===== src/rtl/ub_port_arbiter.sv =====
// Shares the single unified-buffer SRAM port between DMA, weight fetch and writeback.
// Whole bursts are granted round-robin, with one arbitration bubble after each burst.
module ub_port_arbiter #(
  parameter int DW = 256,
  parameter int AW = 8,
  parameter int LW = 8
) (
  input  logic            clk,
  input  logic            rst,
  input  logic [2:0]      req,
  input  logic [2:0]      we,
  input  logic [3*AW-1:0] addr,
  input  logic [3*LW-1:0] len,
  input  logic [3*DW-1:0] wdata,
  output logic [2:0]      gnt,
  output logic [2:0]      ack,
  output logic [2:0]      done,
  output logic [2:0]      rvalid,
  output logic [DW-1:0]   rdata,
  output logic            ub_en,
  output logic            ub_we,
  output logic [AW-1:0]   ub_addr,
  output logic [DW-1:0]   ub_wdata,
  input  logic [DW-1:0]   ub_rdata,
  output logic            busy,
  output logic [1:0]      owner
);

  // Handshake: a requester holds req (with addr/len/we stable) until its gnt pulse.
  // gnt marks the first beat, ack marks every beat (wdata advances after each),
  // done marks the last beat, and req must be low in the cycle after done.
  localparam logic [0:0] S_IDLE  = 1'b0;
  localparam logic [0:0] S_BURST = 1'b1;

  logic [0:0]    state;
  logic [1:0]    cur;
  logic [1:0]    last_owner;
  logic [AW-1:0] base;
  logic [LW-1:0] cnt;
  logic [LW-1:0] last_cnt;
  logic          cur_we;
  logic          rd_pend;
  logic [1:0]    rd_owner;

  logic [1:0]    winner;
  logic          win_found;
  logic [1:0]    cand;
  logic [LW-1:0] sel_len;
  logic          last_beat;
  logic [2:0]    cur_onehot;

  function automatic logic [1:0] rr_idx(input logic [1:0] from, input int unsigned offs);
    logic [2:0] s;
    s = {1'b0, from} + 3'(offs);
    if (s >= 3'd3) s = s - 3'd3;
    return s[1:0];
  endfunction

  // Scan from furthest to nearest so the nearest requester after last_owner wins.
  always_comb begin
    win_found = 1'b0;
    winner    = 2'd0;
    cand      = 2'd0;
    for (int j = 3; j >= 1; j--) begin
      cand = rr_idx(last_owner, j);
      if (req[cand]) begin
        win_found = 1'b1;
        winner    = cand;
      end
    end
    sel_len = len[int'(winner)*LW +: LW];
  end

  always_ff @(posedge clk) begin
    if (rst) begin
      state      <= S_IDLE;
      cur        <= 2'd0;
      last_owner <= 2'd2;
      base       <= '0;
      cnt        <= '0;
      last_cnt   <= '0;
      cur_we     <= 1'b0;
      rd_pend    <= 1'b0;
      rd_owner   <= 2'd0;
    end else begin
      rd_pend  <= (state == S_BURST) && !cur_we;
      rd_owner <= cur;
      case (state)
        S_IDLE: begin
          if (win_found) begin
            state    <= S_BURST;
            cur      <= winner;
            base     <= addr[int'(winner)*AW +: AW];
            last_cnt <= (sel_len == '0) ? '0 : sel_len - LW'(1);
            cnt      <= '0;
            cur_we   <= we[winner];
          end
        end
        default: begin
          if (last_beat) begin
            state      <= S_IDLE;
            last_owner <= cur;
          end else begin
            cnt <= cnt + LW'(1);
          end
        end
      endcase
    end
  end

  always_comb begin
    busy       = (state == S_BURST);
    owner      = busy ? cur : 2'd3;
    cur_onehot = 3'b001 << cur;
    last_beat  = busy && (cnt == last_cnt);
    ack        = busy ? cur_onehot : 3'b000;
    gnt        = (busy && cnt == '0) ? cur_onehot : 3'b000;
    done       = last_beat ? cur_onehot : 3'b000;
    ub_en      = busy;
    ub_we      = busy && cur_we;
    ub_addr    = busy ? base + AW'(cnt) : '0;
    ub_wdata   = (busy && cur_we) ? wdata[int'(cur)*DW +: DW] : '0;
    // rd_owner is registered so read data lands on the right requester even in the bubble.
    rvalid     = rd_pend ? (3'b001 << rd_owner) : 3'b000;
    rdata      = ub_rdata;
  end

endmodule


===== config.mk =====
export PLATFORM = sky130hd
export DESIGN_NAME = ub_port_arbiter
export DESIGN_NICKNAME = d
export VERILOG_FILES = /design/src/rtl/ub_port_arbiter.sv
export SDC_FILE = /design/constraint.sdc
export NUM_CORES = 1
export LEC_CHECK = 0
export ABC_CLOCK_PERIOD_IN_PS = 3200
export BUFFER_PORTS_ARGS = -buffer_cell sky130_fd_sc_hd__buf_2
export CAP_MARGIN = 25
export CORE_AREA = 2 2 626 628
export DETAILED_ROUTE_END_ITERATION = 16
export DIE_AREA = 0 0 628 630
export PLACE_DENSITY = 0.3
export REMOVE_ABC_BUFFERS = 1
export SLEW_MARGIN = 40
export SYNTH_ARGS = -nofsm -noshare
export SYNTH_HDL_FRONTEND = slang
export SYNTH_SLANG_ARGS = --single-unit

===== constraint.sdc =====
create_clock -name clk -period 3.2 [get_ports clk]
set_input_delay 0.48 -clock clk [delete_from_list [all_inputs] [get_ports clk]]
set_output_delay 0.48 -clock clk [all_outputs]
set_load 0.02 [all_outputs]

==> impl_metrics.env <==
export IMPL_finalCriticalPeriod_ns=2.99
export IMPL_die_h_um=630
export IMPL_rows=229
export IMPL_yosysUniqueCellTypes=56
export IMPL_dr_pass1_iters=5
export IMPL_port_buffers=1104
export IMPL_finalPower_mw=5.54
export IMPL_cts_max_level=2
export IMPL_worstPathRequired_ns=2.72
export IMPL_seq_area_frac_synth_pct=6.20
export IMPL_startpoint="base[0]$_SDFFE_PP0P_"
export IMPL_wl_per_cell_um=40.9
export IMPL_reg2reg_from="last_owner[1]$_SDFFE_PP1P_"
export IMPL_r2r_end="last_cnt[6]$_SDFFE_PP0P_"
export IMPL_gr_usage_all_layers_pct=15.5
export IMPL_antenna_found_initial=394
export IMPL_powerDensity_mw_per_mm2=244
export IMPL_status="completed"
export IMPL_start_kind="flop"
export IMPL_p_leak_nw=8.61
export IMPL_post_route_period_util_pct=93.3
export IMPL_ys_flop_type="dfxtp_1"
export IMPL_coreArea_mm2=0.388
export IMPL_finalSetupTns_ns=0
export IMPL_skew_ns=0.0237
export IMPL_die_w_um=628
export IMPL_synth_cells=1723
export IMPL_worst_slew_pin_slew_ns=0.880
export IMPL_synth_edf_count=0
export IMPL_p_clk_share_pct=11.1
export IMPL_hold_class="flop to flop"
export IMPL_criticalPathCategory="flop to output pin"
export IMPL_rrSetupSlack_ns=0.24
export IMPL_slew_headroom_pct=41.3
export IMPL_hpwl_um=288000
export IMPL_drtAntennaViolNets=0
export IMPL_rsz0062_at_grt="false"
export IMPL_clockBufferDepth=2
export IMPL_vias=19500
export IMPL_gp_congestion=0.954
export IMPL_slew_viol_final=0
export IMPL_grt_pass1_vias=16900
export IMPL_drcViolationCount=0
export IMPL_dieArea_mm2=0.396
export IMPL_crit_path_max_fanout=3
export IMPL_grt_max_degree=108
export IMPL_setup_viol=0
export IMPL_switchingPower_mw=3.10
export IMPL_seq_power_share_pct=9.8
export IMPL_synth_seq_cells=33
export IMPL_routed_wl_um=321000
export IMPL_synth_warnings=0
export IMPL_cts_tree="yes"
export IMPL_clock_sinks=33
export IMPL_first_iter_violations=1741
export IMPL_max_freq_mhz=335
export IMPL_max_cap_violations=0
export IMPL_avgSynthCellArea_um2=6.18
export IMPL_crit_arrival_ns=2.51
export IMPL_rr_worst_depth=12
export IMPL_cts_root_buf="clkbuf_16"
export IMPL_crit_path_end="ub_addr[6]"
export IMPL_syn_cell_area_mm2=0.0107
export IMPL_start_util_pct=2.74
export IMPL_switching_share_pct=56.0
export IMPL_grt_first_pass_wirelength_um=360000
export IMPL_io_pins=1617
export IMPL_async_reset_ff_share_pct=0
export IMPL_layout_nets=3651
export IMPL_cp_end_kind="output pin"
export IMPL_vdd_drop_max_mv=0.179
export IMPL_numCtsBuffers=5
export IMPL_grt_overflow_total=0
export IMPL_insertion_delay_ns=0.32
export IMPL_areaGrowthSynthToFinish_pct=113
export IMPL_clk_pin_slew_ns=0.07
export IMPL_pwr_share_comb_pct=79.1
export IMPL_hold_viol_final=0
export IMPL_avgViaCountPerCell=2.49
export IMPL_internal_power_mw=2.44
export IMPL_drive_above_1_share_pct=48.7
==> placed cells by master, fill, tap and decap left out, types with 4 or more instances in the layout <==
cell type / synthesis / final
a21oi_1: 281 / 281
a211oi_1: 12 / 12
a22oi_1: 4 / 4
xor2_1: 10 / 10
nand2_1: 16 / 15
buf_2: 2 / 1041
a31oi_1: 5 / 5
buf_12: 0 / 81
dfxtp_1: 33 / 30
inv_1: 17 / 17
xnor2_1: 7 / 7
nor2_1: 573 / 572
ha_1: 13 / 11
o21ai_0: 12 / 12
nor3_1: 6 / 5
nand3_1: 9 / 9
nand2b_1: 4 / 4
mux2i_1: 272 / 271
clkbuf_16: 0 / 6
buf_4: 258 / 91
diode_2: 0 / 87
nor4_1: 8 / 8
nor3b_1: 5 / 5
==> layer usage <==
layer	track usage [%]	part of all wire, %
met5	6.52	1.4
met2	21.0	38
met4	2.98	3.0
met3	13.0	18
met1	18.0	40
==> logic make-up after synthesis <==
family	count (synthesis)	synth area share [%]
simple gates	642	24.0
buf+inv	404	23.4
compound gates	340	17.6
mux	273	25.7
flops	33	6.20
xor+xnor	17	1.40
fa+ha+maj	14	1.72
==> metrics by stage <==
step / hold WS, ns / util (%) / instances / setup slack (ns) / instance area, um2
2_1_floorplan: 0.419 / - / 1337 / -26.55 / 8230
3_3_place_gp: 0.482 / 5.74 / 7746 / -0.110 / 22300
3_5_place_dp: 0.478 / 5.74 / 7746 / -0.00476 / 22300
4_1_cts: 0.492 / 5.78 / 7754 / 0.0110 / 22400
5_1_grt: 0.511 / 5.81 / 7782 / 0.0266 / 22500
6_report: 0.485 / 5.84 / 7842 / 0.215 / 22700
==> worst min-delay path by stage <==
stage,from,slack [ns],end,cells past startpoint
after global placement,last_cnt[7]$_SDFFE_PP0P_,0.48,last_cnt[7]$_SDFFE_PP0P_,2
after floorplan,cur_we$_SDFFE_PP0P_,0.42,rd_pend$_SDFF_PP0_,1
after detailed placement,last_cnt[7]$_SDFFE_PP0P_,0.48,last_cnt[7]$_SDFFE_PP0P_,2
final,last_cnt[7]$_SDFFE_PP0P_,0.49,last_cnt[7]$_SDFFE_PP0P_,2
after global routing,last_cnt[6]$_SDFFE_PP0P_,0.51,last_cnt[6]$_SDFFE_PP0P_,2
after CTS,last_cnt[7]$_SDFFE_PP0P_,0.49,last_cnt[7]$_SDFFE_PP0P_,2
==> cell usage after synthesis, types with 3 or more instances <==
master    instances  area share [%]
a211oi_1         12            0.85
a21oi_1         281              13
a22oi_1           4            0.28
a31oi_1           5            0.29
a32o_1            3            0.28
and2_1            3            0.18
and3_1            3            0.18
buf_1            28            0.99
buf_4           258              18
clkbuf_1         98             3.5
dfxtp_1          33             6.2
ha_1             13             1.5
inv_1            17            0.60
mux2i_1         272              26
nand2_1          16            0.56
nand2b_1          4            0.23
nand3_1           9            0.42
nor2_1          573              20
nor3_1            6            0.28
nor3b_1           5            0.35
nor4_1            8            0.47
o21ai_0          12            0.56
o21bai_1          3            0.21
o221ai_1          3            0.25
xnor2_1           7            0.58
xor2_1           10            0.82
==> critical path: stages, from the launching register on <==
cell      delay, ns
dfxtp_1        0.36
ha_1           0.26
fa_1           0.41
a21oi_1        0.17
o21bai_1       0.11
a21oi_1        0.17
nor2_1         0.05
nor2_1         0.17
xor2_1         0.09
nor2_1         0.16
buf_2          0.24
==> what timing repair did <==
item	CTS	global route
endpoints found under the setup margin	5	8
gates resized for setup	2	5
pin swaps	0	1
hold buffers	0	0
setup buffers	0	1
endpoints found under the hold margin	0	0
==> power by group through the flow <==
stage | combinational (mW) | clock, mW | sequential (mW)
final | 4.38 | 0.614 | 0.541
after detailed placement | 4.46 | 0 | 0.550
after global routing | 4.73 | 0.640 | 0.549
after floorplan | 2.09 | 0 | 0.707
after CTS | 4.48 | 0.629 | 0.542
after global placement | 4.48 | 0 | 0.551
==> layout make-up <==
type	instances	area, um2
Tap cell	5197	6500
Inverter	18	67.6
Multi-Input combinational cell	1286	7550
Antenna cell	87	218
Sequential cell	33	669
Fill cell	46500	366000
Clock inverter	2	15.0
Timing Repair Buffer	1213	7510
Clock buffer	6	150
==> flip-flops by register name (all words and copies together), names as in the netlist <==
register    count
cnt             8
cur_we          1
busy            1
cur             2
rd_owner        2
last_cnt        8
last_owner      2
rd_pend         1
base            8
Note: power is estimated with default switching activity, not from simulation.
